[src/rtl/buf_pkg.sv]
// ---------------------------------------------------------------------------
// buf_pkg
// Shared constants and helpers for the buffer read responder.
//   BUF_NB / BUF_AW / BUF_DW / BUF_SRAM_LAT : default bank count, row address
//                                             width, word width, SRAM latency
//   BANK_SEL_W : width of the bank-select field on top of the fill row address
//   RD_LAT     : request-to-valid latency for the default SRAM latency
//   fill_bank(): extracts the bank select from a fill address
//   rd_lat()   : request-to-valid latency for an arbitrary SRAM latency
// ---------------------------------------------------------------------------
package buf_pkg;

  localparam int BUF_NB       = 4;
  localparam int BUF_AW       = 15;
  localparam int BUF_DW       = 64;
  localparam int BUF_SRAM_LAT = 1;

  // The fill address carries a 2-bit bank select above the row bits.
  localparam int BANK_SEL_W = 2;

  // Request register + SRAM macro + output data register.
  localparam int RD_LAT = 1 + BUF_SRAM_LAT + 1;

  function automatic int unsigned rd_lat(input int unsigned sram_lat);
    return sram_lat + 2;
  endfunction

  // Bank select sits directly above the aw row bits of a fill address.
  function automatic logic [BANK_SEL_W-1:0] fill_bank(input logic [31:0] addr,
                                                      input int unsigned aw);
    logic [31:0] shifted;
    shifted = addr >> aw;
    return shifted[BANK_SEL_W-1:0];
  endfunction

endpackage

[src/rtl/buf_bank_port.sv]
// ---------------------------------------------------------------------------
// buf_bank_port
// One bank of the buffer: registers the read request or an accepted fill
// write towards the SRAM macro, tracks in-flight reads in a valid shift
// register and registers the returned word for the requester.
//   clk, rst        : clock, synchronous active-high reset
//   rd_req_i/addr_i : read request and row from the loader port
//   wr_req_i/addr_i : fill write already granted for this bank, row, data
//   wr_data_i
//   sram_*_o        : registered SRAM macro controls
//   sram_rdata_i    : SRAM macro read data, valid SRAM_LAT cycles after ce
//   rd_data_o       : read data, held until the next valid
//   rd_valid_o      : one pulse per read, RD_LAT cycles after rd_req_i
// ---------------------------------------------------------------------------
module buf_bank_port #(
  parameter int AW       = 15,
  parameter int DW       = 64,
  parameter int SRAM_LAT = 1
) (
  input  logic          clk,
  input  logic          rst,
  input  logic          rd_req_i,
  input  logic [AW-1:0] rd_addr_i,
  input  logic          wr_req_i,
  input  logic [AW-1:0] wr_addr_i,
  input  logic [DW-1:0] wr_data_i,
  output logic          sram_ce_o,
  output logic          sram_we_o,
  output logic [AW-1:0] sram_addr_o,
  output logic [DW-1:0] sram_wdata_o,
  input  logic [DW-1:0] sram_rdata_i,
  output logic [DW-1:0] rd_data_o,
  output logic          rd_valid_o
);

  // Stage 0 lines up with the registered ce, the last stage with the cycle
  // the macro presents q; the output register adds the final cycle.
  localparam int VLD_DEPTH = SRAM_LAT + 1;

  logic                 ce_q,     ce_d;
  logic                 we_q,     we_d;
  logic [AW-1:0]        addr_q,   addr_d;
  logic [DW-1:0]        wdata_q,  wdata_d;
  logic [VLD_DEPTH-1:0] vld_q,    vld_d;
  logic                 rvalid_q, rvalid_d;
  logic [DW-1:0]        rdata_q,  rdata_d;

  always_comb begin
    // NOTE: every _d takes its hold value first so no path can infer a latch.
    ce_d     = 1'b0;
    we_d     = 1'b0;
    addr_d   = addr_q;
    wdata_d  = wdata_q;
    vld_d    = (vld_q << 1) | VLD_DEPTH'(rd_req_i);
    rvalid_d = vld_q[VLD_DEPTH-1];
    rdata_d  = rdata_q;

    // A read always owns the bank; a fill only gets here when granted.
    if (rd_req_i) begin
      ce_d   = 1'b1;
      addr_d = rd_addr_i;
    end else if (wr_req_i) begin
      ce_d    = 1'b1;
      we_d    = 1'b1;
      addr_d  = wr_addr_i;
      wdata_d = wr_data_i;
    end

    if (vld_q[VLD_DEPTH-1]) begin
      rdata_d = sram_rdata_i;
    end
  end

  always_ff @(posedge clk) begin
    // NOTE: state registers use non-blocking assignment so all flops update
    // from the same pre-edge values.
    if (rst) begin
      ce_q     <= 1'b0;
      we_q     <= 1'b0;
      addr_q   <= '0;
      wdata_q  <= '0;
      vld_q    <= '0;
      rvalid_q <= 1'b0;
      rdata_q  <= '0;
    end else begin
      ce_q     <= ce_d;
      we_q     <= we_d;
      addr_q   <= addr_d;
      wdata_q  <= wdata_d;
      vld_q    <= vld_d;
      rvalid_q <= rvalid_d;
      rdata_q  <= rdata_d;
    end
  end

  assign sram_ce_o    = ce_q;
  assign sram_we_o    = we_q;
  assign sram_addr_o  = addr_q;
  assign sram_wdata_o = wdata_q;
  assign rd_data_o    = rdata_q;
  assign rd_valid_o   = rvalid_q;

endmodule

[src/rtl/buf_rd_resp.sv]
// ---------------------------------------------------------------------------
// buf_rd_resp
// Responder end of the loader buffer read interface. Each of NB ports owns
// one single-port SRAM bank; reads are never stalled and return after a fixed
// latency. DMA fill writes share the banks and yield on conflict.
//   clk, rst                : clock, synchronous active-high reset
//   bce, braddr             : per-port read request and row address
//   brdata, brvalid         : per-port read data and valid pulse
//   fill_valid/ready        : DMA write handshake (ready is combinational)
//   fill_addr, fill_data    : {bank, row} and write word
//   sram_ce/we/addr/wdata   : per-bank SRAM macro controls
//   sram_rdata              : per-bank SRAM macro read data
//   stall_clr, stall_cnt    : saturating count of refused fill cycles
// ---------------------------------------------------------------------------
module buf_rd_resp
  import buf_pkg::*;
#(
  parameter int NB       = BUF_NB,
  parameter int AW       = BUF_AW,
  parameter int DW       = BUF_DW,
  parameter int SRAM_LAT = BUF_SRAM_LAT
) (
  input  logic             clk,
  input  logic             rst,
  input  logic [NB-1:0]    bce,
  input  logic [NB*AW-1:0] braddr,
  output logic [NB*DW-1:0] brdata,
  output logic [NB-1:0]    brvalid,
  input  logic             fill_valid,
  output logic             fill_ready,
  input  logic [AW+1:0]    fill_addr,
  input  logic [DW-1:0]    fill_data,
  output logic [NB-1:0]    sram_ce,
  output logic [NB-1:0]    sram_we,
  output logic [NB*AW-1:0] sram_addr,
  output logic [NB*DW-1:0] sram_wdata,
  input  logic [NB*DW-1:0] sram_rdata,
  input  logic             stall_clr,
  output logic [31:0]      stall_cnt
);

  logic [BANK_SEL_W-1:0] fill_bank_w;
  logic [AW-1:0]         fill_row_w;
  logic [NB-1:0]         fill_sel;
  logic [31:0]           stall_q, stall_d;

  assign fill_bank_w = fill_bank(32'(fill_addr), AW);
  assign fill_row_w  = fill_addr[AW-1:0];

  // A read request on the target bank always beats the fill.
  assign fill_ready = fill_valid & ~bce[fill_bank_w];

  always_comb begin
    fill_sel = '0;
    if (fill_ready) begin
      fill_sel[fill_bank_w] = 1'b1;
    end
  end

  // Clear wins over increment; the count sticks at all-ones.
  always_comb begin
    stall_d = stall_q;
    if (stall_clr) begin
      stall_d = '0;
    end else if (fill_valid && !fill_ready && (stall_q != '1)) begin
      stall_d = stall_q + 32'd1;
    end
  end

  always_ff @(posedge clk) begin
    if (rst) begin
      stall_q <= '0;
    end else begin
      stall_q <= stall_d;
    end
  end

  assign stall_cnt = stall_q;

  for (genvar k = 0; k < NB; k++) begin : g_port
    buf_bank_port #(
      .AW       (AW),
      .DW       (DW),
      .SRAM_LAT (SRAM_LAT)
    ) u_port (
      .clk          (clk),
      .rst          (rst),
      .rd_req_i     (bce[k]),
      .rd_addr_i    (braddr[k*AW +: AW]),
      .wr_req_i     (fill_sel[k]),
      .wr_addr_i    (fill_row_w),
      .wr_data_i    (fill_data),
      .sram_ce_o    (sram_ce[k]),
      .sram_we_o    (sram_we[k]),
      .sram_addr_o  (sram_addr[k*AW +: AW]),
      .sram_wdata_o (sram_wdata[k*DW +: DW]),
      .sram_rdata_i (sram_rdata[k*DW +: DW]),
      .rd_data_o    (brdata[k*DW +: DW]),
      .rd_valid_o   (brvalid[k])
    );
  end

endmodule

[config.mk]
export PLATFORM = sky130hd
export DESIGN_NAME = buf_rd_resp
export DESIGN_NICKNAME = d
export VERILOG_FILES = /design/src/rtl/buf_pkg.sv /design/src/rtl/buf_bank_port.sv /design/src/rtl/buf_rd_resp.sv
export SDC_FILE = /design/constraint.sdc
export NUM_CORES = 1
export LEC_CHECK = 0
export ABC_AREA = 1
export CORE_AREA = 3 3 402 404
export CTS_CLUSTER_DIAMETER = 40
export CTS_CLUSTER_SIZE = 25
export DETAILED_ROUTE_END_ITERATION = 10
export DIE_AREA = 0 0 405 407
export PLACE_DENSITY = 0.46
export SLEW_MARGIN = 30
export SYNTH_ARGS = -nofsm -noshare
export SYNTH_HDL_FRONTEND = slang
export SYNTH_SLANG_ARGS = --single-unit
export TNS_END_PERCENT = 1
[constraint.sdc]
create_clock -name clk -period 1.8 [get_ports clk]
set_clock_uncertainty 0.15 [all_clocks]
set_input_delay 0.18 -clock clk [delete_from_list [all_inputs] [get_ports clk]]
set_output_delay 0.18 -clock clk [all_outputs]
set_load 0.005 [all_outputs]
==> results_dict.tcl <==
set metrics [dict create \
    detailroute.wirelength.met2_um 71660 \
    synth-seq-cells 624 \
    syn-instance-count 3087 \
    hold_path.startpoint "bce[1]" \
    dr.pass1.iters 7 \
    final_hold_viol_count 0 \
    ios 1022 \
    synth_enable_flop_cells 0 \
    synth_seq_area_share 0.5370 \
    slowest_stage "clkdlybuf4s50_1" \
    drt_iter0_drc 1586 \
    report.final.slew_viol_count 0 \
    mappedNetlistArea_mm2 0.02326 \
    final_common_cell "nor2_1" \
    crit_path_max_incr_delay_ns 0.45 \
    placed_instance_count 6168 \
    timing.hold.worst_endpoint "g_port[1].u_port.sram_addr_o[9]" \
    detailed_place_hpwl_um 113500 \
    status "finished clean" \
    max_cap_violations 0 \
    met1Wirelength_um 57770 \
    postSynthAreaPerCell_um2 7.535 \
    first_pass_grt_wire_length_um 204400 \
    grt_use_total 0.1715 \
    cp-end-kind "output pin" \
    drt.antenna.violating_nets 0 \
    grt_start_max_net_pins 84 \
    cts.root.buffer_cell "clkbuf_16" \
    worstHoldPathCells 6 \
    top_layer_used "met5" \
    worst-path-buf-inv 3 \
    gp_congestion 0.8626 \
    vias 27737 \
    final_nets 4980 \
    die_area_mm2 0.1648 \
    worst_ep_required_time_ns 1.47 \
    min-delay-path-class "primary input to register" \
    max-slew-margin-rel 0.6022 \
    rows 146 \
    cpLargestDelayFamily "buffers and inverters" \
    critical_path.max_fanout 2 \
    startpoint_type "primary input" \
    power-per-cell-area_mw_per_mm2 1032 \
    cp_cell_sequence "clkdlybuf4s50_1 > nand2_1 > nand2_1 > nand2_1 > nand2_4 > nor2_8 > buf_12 > clkdlybuf4s15_2" \
    period_utilisation_layout 0.9868 \
    cts_buffers 136 \
    worstReg2RegEnd "stall_cnt[18]" \
    gr-total-overflow 0 \
    post-route-drc-count 0 \
    reg2regPathDepth 9 \
    critical_path.most_common_cell "nand2_1" \
    rsz0062_at_grt "true" \
    timing.setup.tns_ns 0 \
    async_flop_share 0 \
    post-route-min-period_ns 1.776 \
    initial_core_util 0.1470 \
    tightest_slew_ns 0.5967 \
    synthFlopType "dfxtp_1" \
    synth_nets 3493 \
    die-width_um 405 \
    cts-root-to-sink-buffers 3 \
    filler_free_cell_count_of_the_finished_design 6784 \
    h-tree-depth 4 \
    worstSetupPathType "primary input to output pin" \
    dieHeight_um 407 \
    most_used_cells_in_the_layout_excluding_fill_and_tap_cells "625 x nor2_1, 565 x dfxtp_1, 501 x nand2_1" \
    first_global_vias 27734 \
    maximum_resistive_drop_on_vdd_mv 0.7841 \
    buffer_ports.inserted 1021 \
    detail_route.wirelength_um 148200 \
    r2r-start "stall_cnt[0]" \
    routedWlPerCell_um 21.85 \
    timing.final.setup_violations 0 \
    core_area_mm2 0.1582 \
    synth.distinct_cells 23 \
    reg2reg_slack_ns 0.02 \
    power.static_leakage_nw 19.84 \
    tritoncts "done" \
    route.met3.wl_um 14030 \
    achievable-frequency_mhz 563.0 \
    post_drt_via_cell_ratio 4.089 \
    clock_latency_ns 0.73 \
    grt_antenna_before_repair 74 \
    tritoncts_num_sinks 624 \
    yosysWarnings 0 \
    worstPathArrival_ns 1.45 \
    area_delta_synth_final_pct 96.77 \
    cts.clk_slew.worst_paths_ns 0.05 \
    layout-drive-gt1-share 0.1520 \
]
-- metrics by stage --
| stage | power, mW | utilization | instance area [um^2] | worst slack [ns] | hold WS, ns |
|---|---|---|---|---|---|
| final | 47.25 | 0.2893 | 45770 | 0.02383 | 0.04624 |
| after global routing | 49.08 | 0.2891 | 45740 | -0.09841 | 0.01457 |
| after CTS | 48.02 | 0.2868 | 45370 | -0.1541 | 0.0002239 |
| after detailed placement | 19.91 | 0.2374 | 37550 | -0.7243 | 0.2372 |
| after global placement | 19.90 | 0.2374 | 37550 | -0.7211 | 0.2367 |
| after floorplan | 16.35 | - | 23260 | 0.003585 | 0.1649 |
-- worst max path at each step --
stage                        startpoint                                 to  cells past startpoint
final                            bce[2]                         fill_ready                      8
after global routing       stall_cnt[1]                      stall_cnt[20]                     10
after CTS                        bce[0]                         fill_ready                      9
after detailed placement  fill_addr[16]  g_port[2].u_port.sram_wdata_o[60]                     10
after global placement    fill_addr[16]  g_port[2].u_port.sram_wdata_o[60]                     10
after floorplan            stall_cnt[1]                      stall_cnt[23]                     10
-- layer usage --
metal / vias up / track usage
li1: 13167 / -
met1: 13137 / 0.1951
met2: 1122 / 0.2950
met3: 299 / 0.06411
met4: 12 / 0.05641
met5: - / 0
-- final cells by class --
type | count | area [um^2]
fillers | 17097 | 112400
clock inverters | 86 | 1366
diodes | 28 | 70.07
well taps | 2072 | 2592
inverters | 49 | 192.7
multi-input cells | 2166 | 9798
repair buffers | 1597 | 15480
clock buffers | 162 | 3694
flip-flops and latches | 624 | 12580
-- worst min-delay path: cells and delay by family --
kind            cells  cell delay, ns
simple gates        2            0.15
compound gates      2            0.12
buf+inv             2            0.41
-- cell usage after synthesis (6+ instances only) --
cell / instances / share of area
buf_4: 21 / 0.0068
o21ai_0: 314 / 0.068
nand3_1: 320 / 0.069
buf_2: 27 / 0.0058
xor2_1: 8 / 0.0030
nand2_1: 508 / 0.082
nand2_2: 11 / 0.0030
nor2_1: 646 / 0.10
nand3b_1: 15 / 0.0048
buf_1: 6 / 0.00097
inv_1: 42 / 0.0068
a21oi_1: 332 / 0.071
dfxtp_1: 624 / 0.54
clkbuf_1: 194 / 0.031
-- sequential cells by signal (all words and copies together), names as in the netlist --
name	count
g_port.u_port.rd_valid_o	4
g_port.u_port.rd_data_o	256
g_port.u_port.sram_we_o	4
g_port.u_port.sram_wdata_o	256
g_port.u_port.sram_ce_o	4
g_port.u_port.vld_q	8
g_port.u_port.sram_addr_o	60
stall_cnt	32
-- timing repair --
action,in CTS,in global routing
pin swaps,2,21
setup endpoints to repair,639,317
resized for setup,901,112
hold buffers,330,0
endpoints found under the hold margin,589,0
setup buffers,1,5
cloned,0,4
-- kinds of logic after synthesis --
group	share of synthesized area
and+or+nand+nor	0.2654
AOI/OAI and AO/OA	0.1394
DFF	0.5370
buffers and inverters	0.05277
xor gates and xnor gates	0.004895
adders and majority gates	0.0005378
-- power breakdown --
part           internal (mW)  leakage [nW]  switching [mW]  total (mW)
clock                   18.0          2.43            9.31        27.3
combinational           2.63          12.3            2.63        5.26
sequential              14.4          5.12           0.289        14.7
total                   35.0          19.8            12.2        47.3
Power figures use the tool's default switching activity.
